==> src/rtl/dmem_bridge_if.sv <==
`default_nettype none
// +------------------------------------------------------------------+
// | dmem_bridge_if : memory-side valid/ready bus of the data bridge  |
// | Revision 1.0                                                     |
// +------------------------------------------------------------------+
interface dmem_bridge_if;
    logic        m_valid;
    logic        m_we;
    logic [31:0] m_addr;
    logic [3:0]  m_wstrb;
    logic [31:0] m_wdata;
    logic        m_ready;
    logic [31:0] m_rdata;

    modport master (
        output m_valid, m_we, m_addr, m_wstrb, m_wdata,
        input  m_ready, m_rdata
    );

    modport slave (
        input  m_valid, m_we, m_addr, m_wstrb, m_wdata,
        output m_ready, m_rdata
    );
endinterface
`default_nettype wire

==> src/rtl/dmem_bridge.sv <==
`default_nettype none
// +------------------------------------------------------------------+
// | dmem_bridge : stalls the load/store stage while one memory access |
// | runs on a valid/ready bus, with a timeout. Revision 1.0           |
// +------------------------------------------------------------------+
module dmem_bridge #(
    parameter int unsigned TIMEOUT_CYCLES = 255
) (
    input  wire logic        clk,
    input  wire logic        rst_n,
    input  wire logic [31:0] req_addr,
    input  wire logic [3:0]  req_wstrb,
    input  wire logic [31:0] req_wdata,
    input  wire logic        req_rd,
    output logic             lsu_stall,
    output logic [31:0]      lsu_rdata,
    output logic             lsu_rvalid,
    output logic             bus_err,
    dmem_bridge_if.master    m
);

    localparam logic [15:0] TIMEOUT_LIMIT = 16'(TIMEOUT_CYCLES);

    typedef enum logic [1:0] {
        IDLE = 2'd0,
        BUSY = 2'd1,
        DONE = 2'd2
    } state_t;

    state_t      state_q,  state_d;
    logic        valid_q,  valid_d;
    logic        we_q,     we_d;
    logic [31:0] addr_q,   addr_d;
    logic [3:0]  wstrb_q,  wstrb_d;
    logic [31:0] wdata_q,  wdata_d;
    logic [15:0] cnt_q,    cnt_d;
    logic [31:0] rdata_q,  rdata_d;
    logic        rvalid_q, rvalid_d;
    logic        err_q,    err_d;

    logic        req_present;
    logic        is_store;
    logic [15:0] cnt_inc;

    assign req_present = req_rd | (|req_wstrb);
    assign is_store    = |req_wstrb;
    assign cnt_inc     = cnt_q + 16'd1;

    always_comb begin
        state_d  = state_q;
        valid_d  = valid_q;
        we_d     = we_q;
        addr_d   = addr_q;
        wstrb_d  = wstrb_q;
        wdata_d  = wdata_q;
        cnt_d    = cnt_q;
        rdata_d  = rdata_q;
        rvalid_d = 1'b0;
        err_d    = 1'b0;
        case (state_q)
            IDLE: begin
                if (req_present) begin
                    state_d = BUSY;
                    valid_d = 1'b1;
                    // A store wins over a simultaneous load; loads present zero write data.
                    we_d    = is_store;
                    addr_d  = req_addr & 32'hFFFF_FFFC;
                    wstrb_d = req_wstrb;
                    wdata_d = req_wdata & {32{is_store}};
                    cnt_d   = 16'd0;
                end
            end
            BUSY: begin
                if (m.m_ready) begin
                    state_d = DONE;
                    valid_d = 1'b0;
                    if (!we_q) begin
                        rdata_d  = m.m_rdata;
                        rvalid_d = 1'b1;
                    end
                end else if (cnt_inc == TIMEOUT_LIMIT) begin
                    state_d = DONE;
                    valid_d = 1'b0;
                    cnt_d   = cnt_inc;
                    err_d   = 1'b1;
                    if (!we_q) begin
                        rdata_d  = 32'h0;
                        rvalid_d = 1'b1;
                    end
                end else begin
                    cnt_d = cnt_inc;
                end
            end
            DONE: begin
                // The request still visible here is the instruction just completed.
                state_d = IDLE;
            end
            default: begin
                state_d = IDLE;
                valid_d = 1'b0;
            end
        endcase
    end

    always_ff @(posedge clk or negedge rst_n) begin
        if (!rst_n) begin
            state_q  <= IDLE;
            valid_q  <= 1'b0;
            we_q     <= 1'b0;
            addr_q   <= 32'h0;
            wstrb_q  <= 4'h0;
            wdata_q  <= 32'h0;
            cnt_q    <= 16'h0;
            rdata_q  <= 32'h0;
            rvalid_q <= 1'b0;
            err_q    <= 1'b0;
        end else begin
            state_q  <= state_d;
            valid_q  <= valid_d;
            we_q     <= we_d;
            addr_q   <= addr_d;
            wstrb_q  <= wstrb_d;
            wdata_q  <= wdata_d;
            cnt_q    <= cnt_d;
            rdata_q  <= rdata_d;
            rvalid_q <= rvalid_d;
            err_q    <= err_d;
        end
    end

    // Stall rises in the capturing IDLE cycle so the pipeline holds the request.
    assign lsu_stall  = rst_n & (((state_q == IDLE) & req_present) | (state_q == BUSY));
    assign lsu_rdata  = rdata_q;
    assign lsu_rvalid = rvalid_q;
    assign bus_err    = err_q;

    assign m.m_valid = valid_q;
    assign m.m_we    = we_q;
    assign m.m_addr  = addr_q;
    assign m.m_wstrb = wstrb_q;
    assign m.m_wdata = wdata_q;

endmodule
`default_nettype wire

==> src/flat_wrapper.sv <==
// flat-port wrapper written by rule: the top's interface ports become plain ports
module dmem_bridge_flat 
#(
    parameter int unsigned TIMEOUT_CYCLES = 255
)
  (clk, rst_n, req_addr, req_wstrb, req_wdata, req_rd, lsu_stall, lsu_rdata, lsu_rvalid, bus_err, m_m_valid, m_m_we, m_m_addr, m_m_wstrb, m_m_wdata, m_m_ready, m_m_rdata);
  dmem_bridge_if m_i ();
  input  wire logic clk;
  input  wire logic rst_n;
  input  wire logic [31:0] req_addr;
  input  wire logic [3:0] req_wstrb;
  input  wire logic [31:0] req_wdata;
  input  wire logic req_rd;
  output logic lsu_stall;
  output logic [31:0] lsu_rdata;
  output logic lsu_rvalid;
  output logic bus_err;
  output wire logic [$bits(m_i.m_valid)-1:0] m_m_valid;
  output wire logic [$bits(m_i.m_we)-1:0] m_m_we;
  output wire logic [$bits(m_i.m_addr)-1:0] m_m_addr;
  output wire logic [$bits(m_i.m_wstrb)-1:0] m_m_wstrb;
  output wire logic [$bits(m_i.m_wdata)-1:0] m_m_wdata;
  input wire logic [$bits(m_i.m_ready)-1:0] m_m_ready;
  input wire logic [$bits(m_i.m_rdata)-1:0] m_m_rdata;
  assign m_m_valid = m_i.m_valid;
  assign m_m_we = m_i.m_we;
  assign m_m_addr = m_i.m_addr;
  assign m_m_wstrb = m_i.m_wstrb;
  assign m_m_wdata = m_i.m_wdata;
  assign m_i.m_ready = m_m_ready;
  assign m_i.m_rdata = m_m_rdata;
  dmem_bridge #(.TIMEOUT_CYCLES(TIMEOUT_CYCLES)) u_core (.clk(clk), .rst_n(rst_n), .req_addr(req_addr), .req_wstrb(req_wstrb), .req_wdata(req_wdata), .req_rd(req_rd), .lsu_stall(lsu_stall), .lsu_rdata(lsu_rdata), .lsu_rvalid(lsu_rvalid), .bus_err(bus_err), .m(m_i));
endmodule
==> config.mk <==
export PLATFORM = sky130hd
export DESIGN_NAME = dmem_bridge_flat
export DESIGN_NICKNAME = d
export VERILOG_FILES = /design/src/rtl/dmem_bridge_if.sv /design/src/rtl/dmem_bridge.sv /design/src/flat_wrapper.sv
export SDC_FILE = /design/constraint.sdc
export NUM_CORES = 1
export LEC_CHECK = 0
export BUFFER_PORTS_ARGS = -buffer_cell sky130_fd_sc_hd__buf_2
export CORE_AREA = 3 3 110 112
export CTS_CLUSTER_DIAMETER = 50
export CTS_CLUSTER_SIZE = 30
export DETAILED_ROUTE_END_ITERATION = 16
export DIE_AREA = 0 0 113 115
export PLACE_DENSITY_LB_ADDON = 0.08
export SYNTH_ARGS = -nofsm -noshare
export SYNTH_HDL_FRONTEND = slang
export SYNTH_SLANG_ARGS = --single-unit
==> constraint.sdc <==
create_clock -name clk -period 3.1 [get_ports clk]
set_input_delay 0.155 -clock clk [delete_from_list [all_inputs] [get_ports clk]]
set_output_delay 0.155 -clock clk [all_outputs]
set_load 0.1 [all_outputs]
== After elaboration in Yosys (flattened, before gate mapping) ==
Cells that the tools add are included.

* Add/sub/neg operators: 1
* Equal/unequal tests: 6
* Bitwise operators: 7
* Reductions and logical operators: 9
* Magnitude comparators: 0
* Shift operators: 0
* Mux-type cells: 22
* Multipliers: 0
* Div/mod/pow operators: 0

{| class="wikitable"
|+ Operator list
! kind !! count
|-
| $mux 32 || 4
|-
| $and 32x32->32 || 1
|-
| $mux 16 || 2
|-
| $pmux 16 s2 || 1
|-
| $add 16x1->16 const B || 1
|-
| $eq 16x8->1 const B || 1
|-
| $mux 1 || 10
|-
| $reduce_and 3->1 || 3
|-
| $mux 2 || 3
|-
| $pmux 2 s2 || 1
|-
| $reduce_and 2->1 || 2
|-
| $reduce_bool 2->1 || 2
|-
| $reduce_or 4->1 || 1
|-
| $ne 3x2->1 const B || 1
|-
| $pmux 1 s3 || 1
|-
| $and 1x1->1 || 2
|-
| $eq 2x1->1 const B || 1
|-
| $eq 2x2->1 const B || 1
|-
| $logic_not 2->1 || 1
|-
| $ne 2x1->1 const B || 1
|-
| $ne 2x2->1 const B || 1
|-
| $not 1->1 || 2
|-
| $or 1x1->1 || 2
|}

* Bits in latches: 0
* Logic and storage cells: 55
* ROM bits: 0
* Memories kept: 0
* RAM bits: 0
* Output and inout port bits: 105
* Register bits: 120

== Longest topological paths before layout ==
Gate-level depths: netlist of run 1.

* Depth after elaboration: 5
* Gate-level depth with buffers: 9

== Worst setup path before layout of run 1 ==
No wires, ideal clock.

* Kind: register to output
* From: register u_core.state_q[0]
* To: output lsu_stall
* Arrival time: 3.354 ns
* Cell stages (with the launch flop): 6
* Data required time: 2.945 ns
* Setup slack: -0.409 ns
* Buffers on the path: 2
* Path through: dfrtp_1 nor2_1 o21ai_0 buf_2 buf_2 a21boi_0

* Longest elaborated chain between the ends: 4
* Elaborated cells between the ends (all ways): 5
* Classes of those cells: eq/ne (1); bitwise (3); reduce/logical (1)

{| class="wikitable"
|+ Ends and longest elaborated chain
! item !! line !! source
|-
| start: declaration || dmem_bridge.sv:30 || <nowiki>state_t state_q, state_d;</nowiki>
|-
| start signal: assignment || dmem_bridge.sv:118 || <nowiki>state_q <= state_d;</nowiki>
|-
| $logic_not 2->1 || dmem_bridge.sv:132 || <nowiki>assign lsu_stall = rst_n & (((state_q == IDLE) & req_present) | (state_q == BUSY));</nowiki>
|-
| $and 1x1->1 || dmem_bridge.sv:132 ||
|-
| $or 1x1->1 * || dmem_bridge.sv:132 ||
|-
| $and 1x1->1 * || dmem_bridge.sv:132 ||
|-
| end: declaration || flat_wrapper.sv:14 || <nowiki>output logic lsu_stall;</nowiki>
|}

Mark *: on every way between the ends. The rest lies on a longest branch, timed or not.

== Worst setup path in the final report of run 1 ==
* From: register u_core.cnt_q[0]
* To: register u_core.rdata_q[4] (netlist: u_core.lsu_rdata[4])

* Longest elaborated chain between the ends: 4

{| class="wikitable"
|+ Ends and longest elaborated chain
! item !! line !! source
|-
| start: declaration || dmem_bridge.sv:36 || <nowiki>logic [15:0] cnt_q, cnt_d;</nowiki>
|-
| start signal: assignment || dmem_bridge.sv:124 || <nowiki>cnt_q <= cnt_d;</nowiki>
|-
| $add 16x1->16 || dmem_bridge.sv:47 || <nowiki>assign cnt_inc = cnt_q + 16'd1;</nowiki>
|-
| $eq 16x8->1 || dmem_bridge.sv:81 || <nowiki>end else if (cnt_inc == TIMEOUT_LIMIT) begin</nowiki>
|-
| $reduce_bool 2->1 (no source line) || - ||
|-
| $reduce_and 3->1 (no source line) || - ||
|-
| end signal: assignment || dmem_bridge.sv:125 || <nowiki>rdata_q <= rdata_d;</nowiki>
|-
| end: declaration || dmem_bridge.sv:37 || <nowiki>logic [31:0] rdata_q, rdata_d;</nowiki>
|}

Every way passes these cells.
A chain may end at the register's enable or synchronous reset.

==> results of run 1 <==
[flip-flops by register name (all words and copies together) (netlist names)]
| register | count |
|---|---|
| u_core.m.m_wstrb | 4 |
| u_core.lsu_rvalid | 1 |
| u_core.m.m_valid | 1 |
| u_core.state_q | 2 |
| u_core.m.m_addr | 30 |
| u_core.bus_err | 1 |
| u_core.lsu_rdata | 32 |
| u_core.cnt_q | 16 |
| u_core.m.m_wdata | 32 |
| u_core.m.m_we | 1 |
[cells in the mapped netlist, drive strengths merged (7+ instances only)]
cell	instances
a21oi	7
a22oi	32
buf	18
clkbuf	26
dfrtp	120
mux2	30
nand2	128
nand3	39
nand4	11
nor2	16
o21ai	58
[area by class of cell]
cell class / count / area share, %
timing repair buffer: 312 / 25.5
multi-input combinational: 378 / 27.1
clock buffer: 17 / 5.22
sequential: 120 / 36.8
tap: 143 / 2.19
antenna: 1 / 0.0307
inverter: 3 / 0.138
clock inverter: 15 / 2.98
[per-layer routing]
| layer | wire length, um | share of wire (%) |
|---|---|---|
| met5 | 0 | 0 |
| met3 | 1230 | 7.3 |
| met4 | 585 | 3.5 |
| met2 | 8640 | 51 |
| met1 | 6420 | 38 |
[through the flow]
stage | hold WS (ns) | instances | utilization (%) | worst slack (ns)
2_1_floorplan | -0.141 | 545 | - | 0.357
4_1_cts | 0.00202 | 988 | 72.0 | 0.439
3_3_place_gp | 0.161 | 859 | 57.5 | 0.536
6_report | 0.00988 | 989 | 72.0 | 0.443
3_5_place_dp | 0.169 | 859 | 57.5 | 0.466
5_1_grt | 0.0440 | 988 | 72.0 | 0.190
[cells in the final DEF, fill, tap and decap left out, drive strengths merged, types with 2 or more instances in the layout]
cell,count
a21boi,2
o21a,2
xnor2,3
inv,6
a21oi,7
dfrtp,120
nand2,128
nor2b,4
dlygate4sd3,97
nor3b,2
ha,2
o41ai,2
mux2,30
o31ai,2
a211oi,3
nor2,16
clkbuf,17
and4,4
conb,2
bufinv,6
buf,215
o21ai,58
a31oi,6
nor4,6
clkinv,5
and2,2
a22oi,32
nand4,11
nand2b,4
nand3,39
nor3,4
[cells by family after synthesis]
family          count (synthesis)  synth area share (%)
compound gates                118                  13.4
xor+xnor                        3                 0.485
fa+ha+maj                       2                 0.462
buf+inv                        47                  4.00
flops                         120                  55.5
mux                            30                  6.24
other cells                     1                0.0693
simple gates                  223                  19.9
[worst reg2reg max path, delay by kind of cell (launching register included)]
kind	cells	cell delay, ns
fa+ha+maj	1	0.37
simple gates	4	0.90
buf+inv	1	0.35
xor+xnor	1	0.17
flops	1	0.55
compound gates	1	0.18
[final timing paths]
path                                     start                  end  slack (ns)  depth (start not counted)
max reg2reg                    u_core.cnt_q[0]  u_core.lsu_rdata[4]        0.44                          8
min                               m_m_rdata[4]  u_core.lsu_rdata[4]        0.01                          3
max in group asynchronous                rst_n  u_core.lsu_rdata[2]        1.87                          3
min in group asynchronous                rst_n     u_core.cnt_q[13]        0.26                          2
max                            u_core.cnt_q[0]  u_core.lsu_rdata[4]        0.44                          8
min reg2reg                u_core.m.m_wstrb[1]  u_core.m.m_wstrb[1]        0.47                          2
==> flow_metrics.py, run 1 <==
metrics = {
    "logic_synthesis": {
        "yosysSeqAreaShare_pct": 55.5,
        "synth_top_area_cell": "dfrtp_1",
        "synth_ff_type": "dfrtp_1",
        "ys_types": 48,
        "syn_area_per_cell_sq_um": 9.95,
        "synthCells": 544,
        "synth_top_area_share_pct": 55.5,
        "synth-seq-cells": 120,
        "syn-cell-area_sq_um": 5410,
        "ys_warn_count": 0,
        "ys_async_sr_fraction_pct": 100,
        "synth_edf_count": 0,
        "yosys-top-cells-area": "dfrtp_1 (55%), nand2_1 (8.9%), mux2_2 (6.2%)",
    },
    "hold_path": {
        "min_path_type": "input pin to register",
    },
    "clock_network": {
        "clockBufferDepth": 2,
        "insertion_delay_ns": 0.42,
        "hold_buffers": 97,
        "postCtsSetupRepairBufs": 0,
        "cts.repair.resized": 0,
        "tritoncts": "yes",
        "cts_sinks": 120,
        "htree_levels": 4,
        "cts_root_buf": "clkbuf_16",
        "clkTransAtPathRegs_ns": 0.06,
        "cts_buffers": 17,
    },
    "placement": {
        "dp_hpwl_um": 10000,
        "place_congestion": 0.838,
        "portBuffers": 204,
        "place_area_sq_um": 6510,
    },
    "global_routing": {
        "grt_use_met2_pct": 44.0,
        "grt_antenna_before_repair": 0,
        "grt.overflow.total": 0,
        "grt_max_degree": 48,
        "gr-usage-met3_pct": 8.00,
        "use_met1_pct": 31.4,
        "first_global_vias": 5332,
        "gr-max-usage-layer": "met2",
        "grt_pass1_wl_um": 27100,
        "grt_usage_pct": 26.5,
    },
    "routing": {
        "vias_per_cell": 5.39,
        "dr.pass1.iters": 5,
        "antenna_left": 0,
        "drtIter0Drc": 506,
        "routedWlPerCell_um": 17.1,
        "vias": 5334,
        "post-route-drc-count": 0,
        "routed_wl_um": 16900,
    },
    "finish": {
        "seq_area_sq_um": 3000,
        "drive_gt1_share_pct": 34.2,
        "multi_input_area_sq_um": 2210,
        "fin_nets": 938,
        "fill_cells": 787,
        "syn_to_final_growth_pct": 50.6,
        "fin_area_sq_um": 8150,
    },
    "die": {
        "fp.dieW_um": 113,
        "initial_core_util_pct": 47.8,
        "ioPinCount": 209,
        "die_h_um": 115,
        "die_area_sq_um": 13000,
        "row_count": 39,
        "core_area_sq_um": 11300,
    },
    "sta": {
        "finalSetupTns_ns": 0,
        "hold_violations": 0,
        "period_needed_ns": 2.66,
        "relSlewSlack_pct": 48.6,
        "setup_viol": 0,
        "rsz0062_at_grt": "false",
        "finalCritPeriodShare_pct": 85.7,
        "slew_violations": 0,
        "clock.fmax_mhz": 376,
        "worst_pin_slew_ns": 0.768,
        "skew_ns": 0.0118,
    },
    "critical_path": {
        "crit_buf_inv": 1,
        "cpLargestDelayFamily": "simple AND/OR/NAND/NOR gates",
        "critPathKind": "register to register",
        "startpoint_type": "register",
        "crit_arrival_ns": 2.94,
        "critPathMaxStageDelay_ns": 0.55,
        "required_ns": 3.38,
        "path_max_fanout": 36,
        "worstPathCellList": "ha_1 > nand4_4 > nor4_2 > xnor2_1 > nand4_1 > nor3_4 > buf_4 > o21ai_0",
        "worst_setup_path_end_kind": "register",
        "cp_slowest_cell": "dfrtp_1",
    },
    "status": {
        "status": "finished clean",
    },
    "run": {
        "max_cap_violations": 0,
    },
}
Power of run 1 is not shown: default switching activity piles up to over one toggle a cycle in this logic, so the estimate is an artifact.
==> run 2: changes to the inputs <==
--- a/config.mk
+++ b/config.mk
@@ -6,5 +6,5 @@
 export NUM_CORES = 1
 export LEC_CHECK = 0
-export BUFFER_PORTS_ARGS = -buffer_cell sky130_fd_sc_hd__buf_2
+export BUFFER_PORTS_ARGS = -buffer_cell sky130_fd_sc_hd__buf_4
 export CORE_AREA = 3 3 110 112
 export CTS_CLUSTER_DIAMETER = 50
==> constraint.sdc (replaced) <==
create_clock -name clk -period 3.1 [get_ports clk]
set_input_delay 0.31 -clock clk [delete_from_list [all_inputs] [get_ports clk]]
set_output_delay 0.31 -clock clk [all_outputs]
set_load 0.1 [all_outputs]
==> flow_metrics.py, run 2 (synthesis gave the netlist of run 1 again) <==
metrics = {
    "clock_network": {
        "cts_root_buf": "clkbuf_16",
        "cts_sinks": 120,
        "tritoncts": "yes",
        "clkTransAtPathRegs_ns": 0.06,
        "htree_levels": 4,
        "postCtsSetupRepairBufs": 0,
        "insertion_delay_ns": 0.41,
        "clockBufferDepth": 2,
        "cts_buffers": 17,
    },
    "critical_path": {
        "reg2reg_depth": 8,
        "worstPathCellList": "ha_1 > nand4_4 > nor4_2 > xnor2_1 > nand4_1 > nor3_4 > buf_4 > o21ai_0",
        "startpoint_type": "register",
        "timing.rr.end": "u_core.lsu_rdata[23]",
        "critPathMaxStageDelay_ns": 0.54,
        "required_ns": 3.37,
        "path_max_fanout": 28,
        "cp_slowest_cell": "dfrtp_1",
        "critPathKind": "register to register",
        "regToRegSetupSlack_ns": 0.48,
        "r2r_start": "u_core.cnt_q[1]",
        "worst_setup_path_end_kind": "register",
        "crit_arrival_ns": 2.89,
    },
    "run": {
        "max_cap_violations": 0,
    },
    "global_routing": {
        "grt_usage_pct": 23.1,
        "grt_max_degree": 52,
        "grt_antenna_before_repair": 0,
        "grt_use_met2_pct": 38.0,
        "use_met1_pct": 27.7,
        "gr-usage-met3_pct": 9.00,
        "gr-max-usage-layer": "met2",
        "first_global_vias": 4806,
        "grt_pass1_wl_um": 23800,
        "grt.overflow.total": 0,
    },
    "placement": {
        "place_ws_ns": 0.490,
        "place_congestion": 0.806,
        "dp_hpwl_um": 10400,
        "portBuffers": 204,
        "place_area_sq_um": 7020,
        "dp_cells": 859,
    },
    "die": {
        "ioPinCount": 209,
        "fp.dieW_um": 113,
        "initial_core_util_pct": 47.8,
        "core_area_sq_um": 11300,
        "row_count": 39,
        "die_area_sq_um": 13000,
        "die_h_um": 115,
    },
    "finish": {
        "fin_area_sq_um": 7600,
        "drive_gt1_share_pct": 38.4,
        "fill_cells": 937,
        "antenna_cells": 0,
        "layoutNonFillerInstCount": 891,
        "fin_nets": 842,
        "most-common-layout-cells": "buf_4 (215), nand2_1 (128), dfrtp_1 (120)",
        "syn_to_final_growth_pct": 40.3,
        "final_common_cell": "buf_4",
    },
    "routing": {
        "routedWlPerCell_um": 16.5,
        "routed_wl_um": 14700,
        "antenna_left": 0,
        "drtIter0Drc": 248,
        "vias_per_cell": 5.36,
        "vias": 4774,
        "dr.pass1.iters": 5,
        "post-route-drc-count": 0,
    },
    "sta": {
        "rsz0062_at_grt": "false",
        "worst_slack_ns": 0.483,
        "skew_ns": 0.00825,
        "relSlewSlack_pct": 26.1,
        "worst_pin_slew_ns": 1.11,
        "clock.fmax_mhz": 382,
        "finalCritPeriodShare_pct": 84.4,
        "finalSetupTns_ns": 0,
        "hold_violations": 0,
        "setup_viol": 0,
        "period_needed_ns": 2.62,
        "slew_violations": 0,
    },
    "hold_path": {
        "hold_end": "u_core.m.m_wdata[6]",
        "min_path_type": "input pin to register",
        "hold_start": "req_wdata[6]",
        "whs_path_depth": 3,
    },
    "status": {
        "status": "finished clean",
    },
}
[run 2: metal layers]
layer	vias to the layer above	wire (um)	share of wire (%)
met4	0	237	1.6
li1	2287	-	-
met2	151	7350	50
met1	2315	5890	40
met3	21	1200	8.2
met5	-	0	0
[run 2: layout make-up]
type                            count  area (sq um)  share of cell area (%)
Inverter                            3          11.3                   0.148
Clock buffer                       23           498                    6.55
Sequential cell                   120          3000                    39.5
Multi-Input combinational cell    378          2210                    29.1
Tap cell                          143           179                    2.36
Clock inverter                      8          70.1                   0.922
Timing Repair Buffer              216          1620                    21.4
[run 2: worst max-delay path by stage]
stage,depth (start not counted),slack [ns],from,endpoint
5_1_grt,8,0.19,u_core.cnt_q[0],u_core.lsu_rdata[23]
3_5_place_dp,8,0.49,u_core.cnt_q[1],u_core.lsu_rdata[23]
2_1_floorplan,5,0.20,u_core.state_q[0],lsu_stall
3_3_place_gp,8,0.57,u_core.cnt_q[0],u_core.lsu_rdata[13]
4_1_cts,8,0.47,u_core.cnt_q[1],u_core.lsu_rdata[23]
6_report,8,0.48,u_core.cnt_q[1],u_core.lsu_rdata[23]
[run 2: critical path, delay by kind of cell, from the launching register on]
family | cells | cell delay (ns)
AO/OA/AOI/OAI | 1 | 0.15
AND/OR/NAND/NOR | 4 | 0.91
buffers and inverters | 1 | 0.30
flip-flops | 1 | 0.54
adder cells (fa/ha/maj) | 1 | 0.38
XOR/XNOR | 1 | 0.19
[run 2: what timing repair did]
item                                   CTS  global route
endpoints found under the hold margin   19             0
hold buffers                             1             0
gates resized for setup                  0             0
[run 2: per-stage QoR]
step	utilization (%)	hold slack, ns
after global routing	67.1	0.0755
final	67.1	0.0851
after global placement	62.0	0.208
after detailed placement	62.0	0.213
after floorplan	-	0.0144
after CTS	67.1	0.0633
Power of run 2 is left out for the same reason.
==> run 3: changes to the inputs <==
Clock period 3.1 ns to 2.46 ns, I/O delays scaled along.
==> flow_metrics.py, run 3 (synthesis gave the netlist of run 1 again) <==
metrics = {
    "critical_path": {
        "crit_arrival_ns": 2.51,
        "worst_setup_path_end_kind": "register",
        "startpoint_type": "register",
        "path_max_fanout": 36,
        "critPathKind": "register to register",
        "required_ns": 2.74,
    },
    "clock_network": {
        "htree_levels": 4,
        "cts_buffers": 17,
        "clockBufferDepth": 2,
        "cts_root_buf": "clkbuf_16",
        "tritoncts": "yes",
        "cts_sinks": 120,
        "clkTransAtPathRegs_ns": 0.05,
        "postCtsSetupRepairBufs": 0,
        "insertion_delay_ns": 0.41,
    },
    "die": {
        "die_area_sq_um": 13000,
        "fp.dieW_um": 113,
        "initial_core_util_pct": 47.8,
        "ioPinCount": 209,
        "die_h_um": 115,
        "row_count": 39,
        "core_area_sq_um": 11300,
    },
    "placement": {
        "place_congestion": 0.842,
        "dp_hpwl_um": 10400,
        "portBuffers": 204,
    },
    "finish": {
        "fill_cells": 907,
        "antenna_cells": 0,
        "final_common_cell": "buf_4",
        "most-common-layout-cells": "buf_4 (219), nand2_1 (128), dfrtp_1 (119)",
        "multi_input_area_sq_um": 2220,
        "syn_to_final_growth_pct": 42.8,
        "drive_gt1_share_pct": 39.0,
        "seq_area_sq_um": 3000,
        "fin_nets": 849,
    },
    "sta": {
        "relSlewSlack_pct": 23.8,
        "period_needed_ns": 2.23,
        "finalCritPeriodShare_pct": 90.6,
        "worst_pin_slew_ns": 1.14,
        "setup_viol": 0,
        "skew_ns": 0.00897,
        "hold_violations": 0,
        "rsz0062_at_grt": "false",
        "finalSetupTns_ns": 0,
        "clock.fmax_mhz": 449,
        "slew_violations": 0,
    },
    "routing": {
        "routedWlPerCell_um": 16.6,
        "post-route-drc-count": 0,
        "vias_per_cell": 5.36,
        "routed_wl_um": 14800,
        "antenna_left": 0,
        "drtIter0Drc": 352,
        "dr.pass1.iters": 4,
        "vias": 4806,
    },
    "hold_path": {
        "min_path_type": "input pin to register",
    },
    "status": {
        "status": "finished clean",
    },
    "global_routing": {
        "first_global_vias": 4763,
        "grt_usage_pct": 23.1,
        "grt_pass1_wl_um": 23700,
        "grt.overflow.total": 0,
        "grt_max_degree": 121,
        "grt_antenna_before_repair": 0,
    },
    "run": {
        "max_cap_violations": 0,
    },
}
[run 3: cell count changes in the layout (fill, tap and decap cells not counted), sizes merged]
cell | before | now
clkinvlp | 2 | 3
buf | 215 | 222
bufinv | 1 | 3
clkinv | 6 | 2
[run 3: what timing repair did]
action,4_1_cts,5_1_grt
endpoints found under the hold margin,101,0
gates resized for setup,0,1
hold buffers,1,0
setup endpoints to repair,0,2
[run 3: layout make-up]
class	instances	share of cell area, %
timing repair buffer	223	22.2
inverter	3	0.146
tap	143	2.31
sequential	120	38.9
multi-input combinational	378	28.7
clock buffer	23	6.31
clock inverter	7	1.52
[run 3: per-layer routing]
layer  GRT usage, %  vias up  routed length [um]
met1           26.7     2295                5670
li1               -     2300                   -
met4           9.54        0                 333
met3           10.1       23                1400
met2           37.9      188                7440
met5              0        -                   0
[run 3: worst paths after layout]
check                                     from                   end  slack [ns]  cells past startpoint
max in group asynchronous                rst_n   u_core.lsu_rdata[0]        1.51                      3
max                            u_core.cnt_q[1]  u_core.lsu_rdata[22]        0.23                      8
min                              req_wdata[20]  u_core.m.m_wdata[20]        0.02                      3
min reg2reg                u_core.m.m_wstrb[1]   u_core.m.m_wstrb[1]        0.46                      2
max reg2reg                    u_core.cnt_q[1]  u_core.lsu_rdata[22]        0.23                      8
min in group asynchronous                rst_n      u_core.cnt_q[10]        0.49                      3
[run 3: worst max-delay path, stage by stage, from the launching register on]
cell and delay [ns]:
dfrtp_1 0.35, ha_1 0.30, nand4_4 0.18, nor4_2 0.31, xnor2_1 0.18, nand4_1 0.22
nor3_4 0.21, buf_12 0.21, o21ai_0 0.13
[run 3: metrics by stage]
stage | hold WS, ns | util [%] | instance area (sq um) | setup WS (ns) | std cells
finish | 0.0219 | 68.3 | 7730 | 0.232 | 897
global route | 0.00810 | 68.3 | 7730 | 0.0290 | 897
CTS | 0.00407 | 68.3 | 7730 | 0.162 | 897
detailed placement | 0.419 | 62.8 | 7110 | 0.192 | 866
global placement | 0.424 | 62.8 | 7110 | 0.288 | 866
floorplan | -0.0496 | - | 5420 | 0.124 | 545
Power of run 3 is left out for the same reason.
